`src/rtl/pipe_hazard_ctrl.sv`:
```
// Stall/flush/forward sequencer for a 5-stage RISC-V pipeline, including the data-memory wait/timeout FSM.
// Optional perf counters are enabled with `define PIPE_CTRL_PERF_EN.

module pipe_hazard_fwd_sel (
    input  logic [4:0] i_ex_rs,
    input  logic [4:0] i_mem_rd,
    input  logic       i_mem_regwrite,
    input  logic [4:0] i_wb_rd,
    input  logic       i_wb_regwrite,
    output logic [1:0] o_sel
);
    logic w_hit_mem;
    logic w_hit_wb;

    // x0 is hardwired zero, so it is never a forwarding source
    assign w_hit_mem = i_mem_regwrite && (i_mem_rd != 5'd0) && (i_mem_rd == i_ex_rs);
    assign w_hit_wb  = i_wb_regwrite  && (i_wb_rd  != 5'd0) && (i_wb_rd  == i_ex_rs);

    always_comb begin
        o_sel = 2'b00;
        if (w_hit_mem)
            o_sel = 2'b10;
        else if (w_hit_wb)
            o_sel = 2'b01;
    end
endmodule

module pipe_hazard_ctrl #(
    parameter int MEM_TIMEOUT = 15,
    parameter int PERF_W      = 32
) (
    input  logic       clk,
    input  logic       rstn,
    input  logic [4:0] id_rs1,
    input  logic [4:0] id_rs2,
    input  logic       id_use_rs1,
    input  logic       id_use_rs2,
    input  logic [4:0] ex_rs1,
    input  logic [4:0] ex_rs2,
    input  logic [4:0] ex_rd,
    input  logic       ex_memread,
    input  logic       ex_redirect,
    input  logic [4:0] mem_rd,
    input  logic       mem_regwrite,
    input  logic       mem_access,
    input  logic       dmem_ready,
    input  logic [4:0] wb_rd,
    input  logic       wb_regwrite,
    output logic       pc_stall,
    output logic       ifid_stall,
    output logic       idex_stall,
    output logic       exmem_stall,
    output logic       ifid_flush,
    output logic       idex_flush,
    output logic       memwb_flush,
    output logic [1:0] fwd_a,
    output logic [1:0] fwd_b,
    output logic       mem_err
`ifdef PIPE_CTRL_PERF_EN
    ,
    output logic [PERF_W-1:0] perf_stall_cyc,
    output logic [PERF_W-1:0] perf_lu_cnt,
    output logic [PERF_W-1:0] perf_flush_cnt
`endif
);
    localparam logic [7:0] TMO = 8'(MEM_TIMEOUT);

    if (MEM_TIMEOUT < 1 || MEM_TIMEOUT > 255 || PERF_W < 1) begin : g_bad_param
        $error("pipe_hazard_ctrl: MEM_TIMEOUT must be 1..255 and PERF_W >= 1");
    end

    typedef enum logic [1:0] {
        S_RUN   = 2'd0,
        S_MWAIT = 2'd1,
        S_ERR   = 2'd2
    } state_t;

    state_t     r_state, w_state_nxt;
    logic [7:0] r_cnt, w_cnt_nxt;
    logic       r_mem_err;
    logic       w_mem_stall;
    logic       w_err_set;
    logic       w_err_drop;
    logic       w_load_use;
    logic       w_lu_act;
    logic       w_redir_act;

    always_ff @(posedge clk or negedge rstn) begin
        if (!rstn) begin
            r_state   <= S_RUN;
            r_cnt     <= 8'd0;
            r_mem_err <= 1'b0;
        end else begin
            r_state   <= w_state_nxt;
            r_cnt     <= w_cnt_nxt;
            r_mem_err <= w_err_set;
        end
    end

    always_comb begin
        w_state_nxt = r_state;
        w_cnt_nxt   = r_cnt;
        w_mem_stall = 1'b0;
        w_err_set   = 1'b0;
        w_err_drop  = 1'b0;
        case (r_state)
            S_RUN: begin
                if (mem_access && !dmem_ready) begin
                    w_mem_stall = 1'b1;
                    w_state_nxt = S_MWAIT;
                    w_cnt_nxt   = 8'd1;
                end
            end
            S_MWAIT: begin
                if (dmem_ready) begin
                    w_state_nxt = S_RUN;
                    w_cnt_nxt   = 8'd0;
                end else if (r_cnt < TMO) begin
                    w_mem_stall = 1'b1;
                    w_cnt_nxt   = r_cnt + 8'd1;
                end else begin
                    w_mem_stall = 1'b1;
                    w_err_set   = 1'b1;
                    w_state_nxt = S_ERR;
                    w_cnt_nxt   = 8'd0;
                end
            end
            S_ERR: begin
                // Timed-out access is dropped; any late ready is ignored
                w_err_drop  = 1'b1;
                w_state_nxt = S_RUN;
                w_cnt_nxt   = 8'd0;
            end
            default: begin
                w_state_nxt = S_RUN;
                w_cnt_nxt   = 8'd0;
            end
        endcase
    end

    assign w_load_use = ex_memread && (ex_rd != 5'd0) &&
                        ((id_use_rs1 && (id_rs1 == ex_rd)) ||
                         (id_use_rs2 && (id_rs2 == ex_rd)));

    // A frozen EX keeps its redirect, so it only acts once memory releases
    assign w_redir_act = ex_redirect && !w_mem_stall;
    assign w_lu_act    = w_load_use && !w_mem_stall && !ex_redirect;

    logic [1:0][4:0] w_ex_rs;
    logic [1:0][1:0] w_fwd;

    assign w_ex_rs = {ex_rs2, ex_rs1};

    for (genvar g = 0; g < 2; g++) begin : g_fwd
        pipe_hazard_fwd_sel u_fwd (
            .i_ex_rs        (w_ex_rs[g]),
            .i_mem_rd       (mem_rd),
            .i_mem_regwrite (mem_regwrite),
            .i_wb_rd        (wb_rd),
            .i_wb_regwrite  (wb_regwrite),
            .o_sel          (w_fwd[g])
        );
    end

    always_comb begin
        pc_stall    = 1'b0;
        ifid_stall  = 1'b0;
        idex_stall  = 1'b0;
        exmem_stall = 1'b0;
        ifid_flush  = 1'b0;
        idex_flush  = 1'b0;
        memwb_flush = 1'b0;
        fwd_a       = 2'b00;
        fwd_b       = 2'b00;
        if (rstn) begin
            fwd_a = w_fwd[0];
            fwd_b = w_fwd[1];
            if (w_mem_stall) begin
                pc_stall    = 1'b1;
                ifid_stall  = 1'b1;
                idex_stall  = 1'b1;
                exmem_stall = 1'b1;
                memwb_flush = 1'b1;
            end else begin
                memwb_flush = w_err_drop;
                if (w_redir_act) begin
                    ifid_flush = 1'b1;
                    idex_flush = 1'b1;
                end else if (w_lu_act) begin
                    pc_stall   = 1'b1;
                    ifid_stall = 1'b1;
                    idex_flush = 1'b1;
                end
            end
        end
    end

    assign mem_err = r_mem_err;

`ifdef PIPE_CTRL_PERF_EN
    logic [PERF_W-1:0] r_perf_stall;
    logic [PERF_W-1:0] r_perf_lu;
    logic [PERF_W-1:0] r_perf_flush;

    always_ff @(posedge clk or negedge rstn) begin
        if (!rstn) begin
            r_perf_stall <= '0;
            r_perf_lu    <= '0;
            r_perf_flush <= '0;
        end else begin
            if (w_mem_stall) r_perf_stall <= r_perf_stall + 1'b1;
            if (w_lu_act)    r_perf_lu    <= r_perf_lu + 1'b1;
            if (w_redir_act) r_perf_flush <= r_perf_flush + 1'b1;
        end
    end

    assign perf_stall_cyc = r_perf_stall;
    assign perf_lu_cnt    = r_perf_lu;
    assign perf_flush_cnt = r_perf_flush;
`endif
endmodule

```
`config.mk`:
```
export PLATFORM = sky130hd
export DESIGN_NAME = pipe_hazard_ctrl
export DESIGN_NICKNAME = d
export VERILOG_FILES = /design/src/rtl/pipe_hazard_ctrl.sv
export SDC_FILE = /design/constraint.sdc
export NUM_CORES = 1
export LEC_CHECK = 0
export CAP_MARGIN = 5
export CORE_UTILIZATION = 40
export CTS_CLUSTER_SIZE = 40
export DETAILED_ROUTE_END_ITERATION = 10
export PLACE_DENSITY = 0.95
export RECOVER_POWER = 25
export SLEW_MARGIN = 30
export SYNTH_ARGS = -nofsm -noshare
export SYNTH_HDL_FRONTEND = slang
export SYNTH_SLANG_ARGS = --single-unit
```
`constraint.sdc`:
```
create_clock -name clk -period 3.65 [get_ports clk]
set_input_delay 0.365 -clock clk [delete_from_list [all_inputs] [get_ports clk]]
set_output_delay 0.365 -clock clk [all_outputs]
set_load 0.01 [all_outputs]
```
==> results of run 1 <==
-- critical path, cell delays in order --
cell and delay (ns):
dlygate4sd3_1 0.69, o211ai_1 0.15, or4_1 0.59, nor4_2 0.16
clkdlybuf4s50_1 0.57
-- stage by stage --
step | setup slack, ns | util (%) | instance area [um^2]
finish | 0.762 | 70.5 | 1570
CTS | 0.766 | 70.6 | 1580
global route | 0.661 | 70.5 | 1570
global placement | 0.871 | 69.5 | 1550
detailed placement | 0.769 | 69.5 | 1550
floorplan | 1.82 | - | 963
-- worst min path at each step --
stage	start	to	slack, ns	cells past startpoint
finish	r_cnt[1]	r_cnt[1]	0.53	2
CTS	r_cnt[2]	r_cnt[2]	0.54	1
floorplan	rstn	mem_err	0.07	0
detailed placement	r_cnt[2]	r_cnt[2]	0.52	1
global route	r_cnt[0]	r_cnt[0]	0.55	1
global placement	r_cnt[1]	r_cnt[1]	0.49	2
-- registers in the layout (all words and copies together), names as in the netlist --
signal / flops
r_cnt: 8
r_state: 2
mem_err: 1
-- power by group --
part	internal [mW]	switching (mW)
logic	0.0776	0.0573
clock network	0.0424	0.0417
registers	0.128	0.00636
-- kinds of logic after synthesis --
kind of cell	count (synthesis)	share of synthesized area, %
DFF	11	28.6
xor gates and xnor gates	30	27.3
and+or+nand+nor	44	28.8
adders and majority gates	1	1.30
buffers and inverters	5	2.73
AOI/OAI and AO/OA	17	11.3
-- layout by cell type (no fill, tap or decap), types with 2 or more instances in the layout --
cell type and n:
xnor2_1 8, o21ai_0 6, clkbuf_1 2, inv_1 3, nand4_1 2, clkdlybuf4s50_1 55, nor4_1 5, nand2b_1 2
nand2_1 7, or4_1 5, nor2_1 4, nor3_1 2, xor2_1 22, a21oi_1 3, and2_2 2, clkbuf_4 3
and3_1 3, nand3_1 5, dfrtp_1 11, nor4_2 2
-- per-layer routing --
layer  up-vias  GRT usage, %  routed length (um)
met5         -             0                   0
met4         0          12.5                  92
met3         9          3.57                 105
met2        30          42.1                1460
met1       473          23.4                1100
li1        514             -                   -
-- cell type report --
cell class                      instances  area, um^2
Fill cell                             175         659
Timing Repair Buffer                   57         564
Inverter                                3        11.3
Multi-Input combinational cell         92         662
Sequential cell                        11         275
Tap cell                               28        35.0
Clock buffer                            4        26.3
==> qor.yml, run 1 <==
status:
  outcome: "finished clean"
pwr:
  power_density_nw_per_um2: 225
  vdd_drop_max_mv: 0.177
  p_leak_nw: 0.641
  power_uw: 354
clock_network:
  cts_tree: "done"
  cts_buffers: 3
  cts_resized: 0
  clock-sinks: 11
  post_cts_hold_buffer_count: 0
  cts_setup_buffers: 0
  clockRootBuffer: "clkbuf_4"
  clkTransAtPathRegs_ns: 0.07
  cts_buffer_depth: 2
  clk_latency_ns: 0.27
  cts.htree.levels: 1
cells_and_area:
  layout-drive-gt1-share_pct: 5.39
  stdcell_count: 195
  nets: 214
  area_delta_synth_final_pct: 63.4
  antenna_cells: 0
logic_synthesis:
  synth_most_common_cell: "xor2_1"
  synth-seq-cells: 11
  synth_top_area_share_pct: 28.6
  synth_ff_type: "dfrtp_1"
  syn-num-nets: 154
  ys_async_sr_fraction_pct: 100
  syn_area_per_cell_um2: 8.92
  yosysTopAreaCell: "dfrtp_1"
  syn_area_um2: 963
  yosys_warnings: 0
  synthTopCellsByArea: "dfrtp_1 29%, xor2_1 20%, xnor2_1 7.3%"
  ys_top_cells_by_count: "22 x xor2_1, 11 x dfrtp_1, 8 x xnor2_1"
  yosysSeqAreaShare_pct: 28.6
  synthCells: 108
  synth_edf_count: 0
  yosysUniqueCellTypes: 32
critical_path:
  end_kind: "output pin"
  start_kind: "input port"
  endpoint: "fwd_a[0]"
  critical_path_arrival_ns: 2.52
  path_max_fanout: 7
  r2r_start: "r_cnt[6]"
  required_ns: 3.28
  crit_type: "input port to output pin"
  r2r-end: "r_cnt[3]"
  worstSetupStartpoint: "rstn"
  reg2reg_slack_ns: 2.02
  rr_worst_depth: 4
sta:
  setup_tns_ns: 0
  min_period_over_period_pct: 79.1
  setup_viol: 0
  fmax_mhz: 346
  rsz0062_at_grt: "false"
  tightest_slew_ns: 0.580
  slew_headroom_pct: 61.3
  finalHoldWorstSlack_ns: 0.526
  fin_skew_ns: 0.00113
  slew_violations: 0
  hold_violations: 0
  layout_min_cycle_time_ns: 2.89
routing:
  drc: 0
  via_per_inst: 5.26
  detail-route-antenna-nets: 0
  dr.pass1.iters: 4
  totalWireLength_um: 2760
  routed-via-count: 1026
  wire_per_inst_um: 14.2
  dr.first_iter.drc_count: 12
flow_run:
  maxCapViolations: 0
die:
  initial_core_util_pct: 43.1
  dieArea_um2: 2610
  dieWidth_um: 51.1
  num_rows: 17
  ios: 57
  die_y_um: 51.1
  core_area_um2: 2230
grt:
  overflow: 0
  grt.total_usage_pct: 22.5
  grt_max_degree: 12
  grt_pass1_wl_um: 4330
  antenna_found_initial: 0
  grt_pass1_vias: 1009
placed_design:
  finalWeightedCongestion: 0.769
  dp_hpwl_um: 2390
  place_inst: 191
  io_buffers: 56
hold_path:
  hp-class: "register to register"
No activity file was read; power rests on OpenSTA's default activity.
==> run 2, diff against run 1 <==
--- a/config.mk
+++ b/config.mk
@@ -6,10 +6,10 @@
 export NUM_CORES = 1
 export LEC_CHECK = 0
 export CAP_MARGIN = 5
-export CORE_UTILIZATION = 40
+export CORE_UTILIZATION = 37
 export CTS_CLUSTER_SIZE = 40
 export DETAILED_ROUTE_END_ITERATION = 10
-export PLACE_DENSITY = 0.95
+export PLACE_DENSITY = 0.9
 export RECOVER_POWER = 25
 export SLEW_MARGIN = 30
 export SYNTH_ARGS = -nofsm -noshare
==> constraint.sdc (replaced) <==
create_clock -name clk -period 2.9 [get_ports clk]
set_input_delay 0.29 -clock clk [delete_from_list [all_inputs] [get_ports clk]]
set_output_delay 0.29 -clock clk [all_outputs]
set_load 0.01 [all_outputs]
==> qor.yml, run 2 (synthesis gave the netlist of run 1 again) <==
routing:
  dr.first_iter.drc_count: 12  # unchanged
  wire_per_inst_um: 15.0  # +6.1%
  drc: 0  # unchanged
  routed-via-count: 1076  # +4.9%
  detail-route-antenna-nets: 0  # unchanged
  dr.pass1.iters: 4  # unchanged
  via_per_inst: 5.46  # +3.8%
  totalWireLength_um: 2960  # +7.2%
pwr:
  pwr-share-seq_pct: 37.7  # -0.4 points
  p_leak_nw: 0.645  # +0.57%
  power_density_nw_per_um2: 285  # +27%
  vdd_drop_max_mv: 0.293  # +65%
  switchingPower_uw: 137  # +30%
  power_uw: 451  # +27%
  intPower_uw: 313  # +26%
  sw_frac_of_total_pct: 30.5  # +0.70 points
  pwr-share-comb_pct: 38.5  # +0.4 points
  power.share.clock_pct: 23.8  # about the same
critical_path:
  critPathMostFrequentCell: "clkdlybuf4s50_1"
  cp_cell_sequence: "clkdlybuf4s50_1 -> or4_1 -> o21ai_2 -> nor4_1 -> nor4_2 -> clkdlybuf4s50_1"
  critical_path_arrival_ns: 2.45  # -0.07 ns
  required_ns: 2.61  # -0.67 ns
  max_stage_delay_ns: 0.58  # -0.11 ns
  start_kind: "input port"
  end_kind: "output pin"
  path_max_fanout: 3  # -4
  r2r_start: "r_cnt[0]"
  rr_worst_depth: 5  # +1
  crit_type: "input port to output pin"
  reg2reg_slack_ns: 1.24  # -0.78 ns
  r2r-end: "r_cnt[2]"
  cp_slowest_cell: "clkdlybuf4s50_1"
die:
  die_y_um: 53.0  # +3.8%
  num_rows: 18  # +1
  core_area_um2: 2480  # +11%
  dieArea_um2: 2810  # +7.8%
  ios: 57  # unchanged
  dieWidth_um: 53.0  # +3.8%
  initial_core_util_pct: 38.9  # -4.2 points
flow_run:
  maxCapViolations: 0  # unchanged
cells_and_area:
  area_delta_synth_final_pct: 64.0
  nets: 214  # unchanged
  stdcell_count: 197  # +1.0%
  final_cell_mix: "55 x clkdlybuf4s50_1, 22 x xor2_1, 11 x dfrtp_1, 8 x xnor2_1, 7 x nand2_1"
  antenna_cells: 0  # unchanged
  mostFrequentLayoutCell: "clkdlybuf4s50_1"
  largest_reg_flops: 8  # unchanged
  fill_cells: 210  # +20%
  regMostFlops: "r_cnt"
  layout-drive-gt1-share_pct: 5.99  # +0.60 points
sta:
  slew_headroom_pct: 60.4  # -0.92 points
  setup_tns_ns: 0  # unchanged
  fmax_mhz: 365
  finalHoldWorstSlack_ns: 0.537  # +0.0104 ns
  min_period_over_period_pct: 94.6
  setup_viol: 0  # unchanged
  hold_violations: 0  # unchanged
  tightest_slew_ns: 0.590  # +0.00922 ns
  layout_min_cycle_time_ns: 2.74
  rsz0062_at_grt: "false"
  fin_skew_ns: 0.00266  # +0.00153 ns
  slew_violations: 0  # unchanged
clock_network:
  clock-sinks: 11  # unchanged
  cts_resized: 0  # unchanged
  clk_latency_ns: 0.28  # about the same
  cts_buffers: 3  # unchanged
  clkTransAtPathRegs_ns: 0.07  # about the same
  cts_buffer_depth: 2  # unchanged
  cts_tree: "done"
  cts_setup_buffers: 0  # unchanged
  clockRootBuffer: "clkbuf_4"
  cts.htree.levels: 1  # unchanged
  post_cts_hold_buffer_count: 0  # unchanged
grt:
  grt_pass1_wl_um: 4260  # -1.6%
  grt.total_usage_pct: 21.7  # -0.81 points
  overflow: 0  # unchanged
  grt_pass1_vias: 983  # -2.6%
  grt_max_degree: 16  # +4
  antenna_found_initial: 0  # unchanged
placed_design:
  finalWeightedCongestion: 0.744  # -3.2%
  place_inst: 193  # +1.0%
  io_buffers: 56  # unchanged
  dp_hpwl_um: 2470  # +3.2%
hold_path:
  hp-class: "input port to async pin"
status:
  outcome: "finished clean"
-- run 2: changes by cell type in the layout (fill, tap and decap cells not counted), sizes merged --
cell / previous run / this run
clkbuf: 5 / 4
buf: 0 / 1
-- run 2: power by group through the flow --
stage	clock network (mW)	logic (mW)	registers, mW
5_1_grt	0.118	0.189	0.171
6_report	0.107	0.174	0.170
4_1_cts	0.111	0.174	0.169
3_5_place_dp	0	0.173	0.173
3_3_place_gp	0	0.167	0.172
2_1_floorplan	0	0.0688	0.171
-- run 2: worst max-delay path, delay by kind of cell --
family | cells | cell delay, ns
compound gates | 1 | 0.16
simple gates | 3 | 0.93
buf+inv | 2 | 1.06
-- run 2: how the worst max path moves through the flow --
stage	to	from	slack, ns	cells past startpoint
after global routing	fwd_a[0]	mem_rd[3]	0.07	6
final	fwd_a[0]	mem_rd[3]	0.16	6
after global placement	fwd_a[0]	mem_rd[0]	0.27	6
after CTS	fwd_a[0]	mem_rd[0]	0.15	6
after detailed placement	fwd_a[0]	mem_rd[0]	0.16	6
after floorplan	fwd_a[0]	mem_rd[0]	1.22	4
-- run 2: area by class of cell --
cell class / count / area, um^2 / area share [%]
clock buffer: 4 / 26.3 / 1.66
inverter: 3 / 11.3 / 0.713
multi-input combinational: 92 / 662 / 41.9
timing repair buffer: 57 / 568 / 35.9
tap: 30 / 37.5 / 2.38
sequential: 11 / 275 / 17.4
-- run 2: metal layers --
layer	vias up	wire length, um	GRT usage (%)
li1	508	-	-
met1	477	1050	20.1
met2	77	1420	39.5
met3	14	372	8.62
met4	0	118	12.7
met5	-	0	0
-- run 2: metrics by stage --
step / util, % / instance area (um^2) / setup slack (ns)
finish: 63.8 / 1580 / 0.157
global route: 63.8 / 1580 / 0.0746
CTS: 63.8 / 1580 / 0.149
detailed placement: 62.7 / 1550 / 0.159
global placement: 62.7 / 1550 / 0.273
floorplan: - / 963 / 1.22
==> run 3, diff against run 2 <==
--- a/config.mk
+++ b/config.mk
@@ -9,7 +9,7 @@
 export CORE_UTILIZATION = 37
 export CTS_CLUSTER_SIZE = 40
 export DETAILED_ROUTE_END_ITERATION = 10
-export PLACE_DENSITY = 0.9
+export PLACE_DENSITY = 0.79
 export RECOVER_POWER = 25
 export SLEW_MARGIN = 30
 export SYNTH_ARGS = -nofsm -noshare
==> qor.yml, run 3 (synthesis gave the netlist of run 1 again) <==
status:
  outcome: "finished clean"
critical_path:
  critical_path_arrival_ns: 2.43  # -0.02 ns
  required_ns: 2.61  # about the same
  path_max_fanout: 3  # unchanged
  crit_type: "input port to output pin"
  start_kind: "input port"
  end_kind: "output pin"
routing:
  dr.pass1.iters: 4  # unchanged
  drc: 0  # unchanged
  dr.first_iter.drc_count: 23  # +11
  routed-via-count: 999  # -7.2%
  wire_per_inst_um: 13.7  # -8.7%
  via_per_inst: 5.07  # -7.2%
  detail-route-antenna-nets: 0  # unchanged
  totalWireLength_um: 2710  # -8.7%
clock_network:
  cts_tree: "done"
  cts_buffer_depth: 2  # unchanged
  cts_buffers: 3  # unchanged
  clk_latency_ns: 0.26  # -0.02 ns
  clock-sinks: 11  # unchanged
  cts_setup_buffers: 0  # unchanged
  cts.htree.levels: 1  # unchanged
  clockRootBuffer: "clkbuf_4"
  clkTransAtPathRegs_ns: 0.07  # about the same
  cts_resized: 0  # unchanged
  post_cts_hold_buffer_count: 0  # unchanged
cells_and_area:
  layout-drive-gt1-share_pct: 5.99  # unchanged
  multi_input_area_um2: 662  # unchanged
  stdcell_count: 197  # unchanged
  mostFrequentLayoutCell: "clkdlybuf4s50_1"
  nets: 214  # unchanged
  antenna_cells: 0  # unchanged
  largest_reg_flops: 8  # unchanged
  final_cell_mix: "55 x clkdlybuf4s50_1, 22 x xor2_1, 11 x dfrtp_1, 8 x xnor2_1, 7 x nand2_1"
  regArea_um2: 275  # unchanged
  area_delta_synth_final_pct: 64.0  # unchanged
  regMostFlops: "r_cnt"
  final_cell_area_um2: 1580  # unchanged
  fill_cells: 220  # +4.8%
placed_design:
  dp_hpwl_um: 2240  # -9.1%
  place_inst: 193  # unchanged
  io_buffers: 56  # unchanged
  dpl_cell_area_um2: 1550  # unchanged
  finalWeightedCongestion: 0.763  # +2.6%
  dp_slack_ns: 0.176  # +0.0175 ns
sta:
  rsz0062_at_grt: "false"
  layout_min_cycle_time_ns: 2.72  # -0.0234 ns
  tightest_slew_ns: 0.576  # -0.0131 ns
  min_period_over_period_pct: 93.8  # -0.81 points
  final.setup.worst_slack_ns: 0.180  # +0.0234 ns
  setup_viol: 0  # unchanged
  slew_headroom_pct: 61.3  # +0.88 points
  setup_tns_ns: 0  # unchanged
  hold_violations: 0  # unchanged
  slew_violations: 0  # unchanged
  fmax_mhz: 368  # +0.86%
  fin_skew_ns: 0.00437  # +0.00171 ns
grt:
  grt_max_degree: 17  # +1
  grt.total_usage_pct: 19.4  # -2.3 points
  antenna_found_initial: 0  # unchanged
  grt_pass1_wl_um: 4010  # -6.0%
  overflow: 0  # unchanged
  grt_pass1_vias: 914  # -7.0%
pwr:
  pwr-share-seq_pct: 38.2  # +0.5 points
  power_density_nw_per_um2: 280  # -1.9%
  pwr-share-comb_pct: 38.5  # about the same
  p_leak_nw: 0.645  # unchanged
  switchingPower_uw: 130  # -5.7%
  intPower_uw: 313  # -0.23%
  vdd_drop_max_mv: 0.269  # -8.1%
  power.share.clock_pct: 23.3  # -0.5 points
  sw_frac_of_total_pct: 29.3  # -1.2 points
flow_run:
  maxCapViolations: 0  # unchanged
die:
  initial_core_util_pct: 38.9  # unchanged
  num_rows: 18  # unchanged
  dieWidth_um: 53.0  # unchanged
  dieArea_um2: 2810  # unchanged
  ios: 57  # unchanged
  die_y_um: 53.0  # unchanged
  core_area_um2: 2480  # unchanged
hold_path:
  hp-class: "input port to async pin"
-- run 3: path summary, 6_finish.rpt --
path                            slack [ns]  cells past startpoint        to       from
min in group clk                      0.52                      2  r_cnt[1]   r_cnt[1]
worst max register to register        1.25                      5  r_cnt[2]   r_cnt[0]
worst min-delay path                  0.48                      2   mem_err       rstn
worst max-delay path                  0.18                      6  fwd_a[0]  mem_rd[0]
max in group asynchronous             2.25                      2  r_cnt[7]       rstn
worst min register to register        0.52                      2  r_cnt[1]   r_cnt[1]
-- run 3: area by class of cell --
class,instances,share of cell area (%)
multi-input combinational,92,41.9
timing repair buffer,57,35.9
sequential,11,17.4
tap,30,2.38
clock buffer,4,1.66
inverter,3,0.713
-- run 3: metrics by stage --
step,util (%),hold WS (ns),total power [mW]
2_1_floorplan,-,-0.00559,0.239
3_3_place_gp,62.7,0.492,0.339
3_5_place_dp,62.7,0.508,0.341
4_1_cts,63.8,0.410,0.446
5_1_grt,63.8,0.478,0.472
6_report,63.8,0.477,0.442
-- run 3: worst max-delay path, stage by stage --
cell and delay [ns]:
clkdlybuf4s50_1 0.47, or4_1 0.55, o21ai_2 0.15, nor4_1 0.09
nor4_2 0.30, clkdlybuf4s50_1 0.58
-- run 3: power by group through the flow --
stage               clock network [mW]  logic, mW  registers [mW]
floorplan                            0     0.0688           0.171
global placement                     0      0.167           0.172
detailed placement                   0      0.169           0.172
CTS                              0.106      0.170           0.169
global route                     0.116      0.185           0.170
finish                           0.103      0.170           0.169
-- run 3: layer usage --
| metal | part of all wire (%) | wire [um] | GRT usage (%) | vias up |
|---|---|---|---|---|
| met5 | 0 | 0 | 0 | - |
| met4 | 0.55 | 15 | 3.95 | 0 |
| met3 | 7.3 | 198 | 2.87 | 2 |
| met2 | 48 | 1310 | 32.7 | 36 |
| met1 | 44 | 1180 | 25.9 | 454 |
| li1 | - | - | - | 507 |
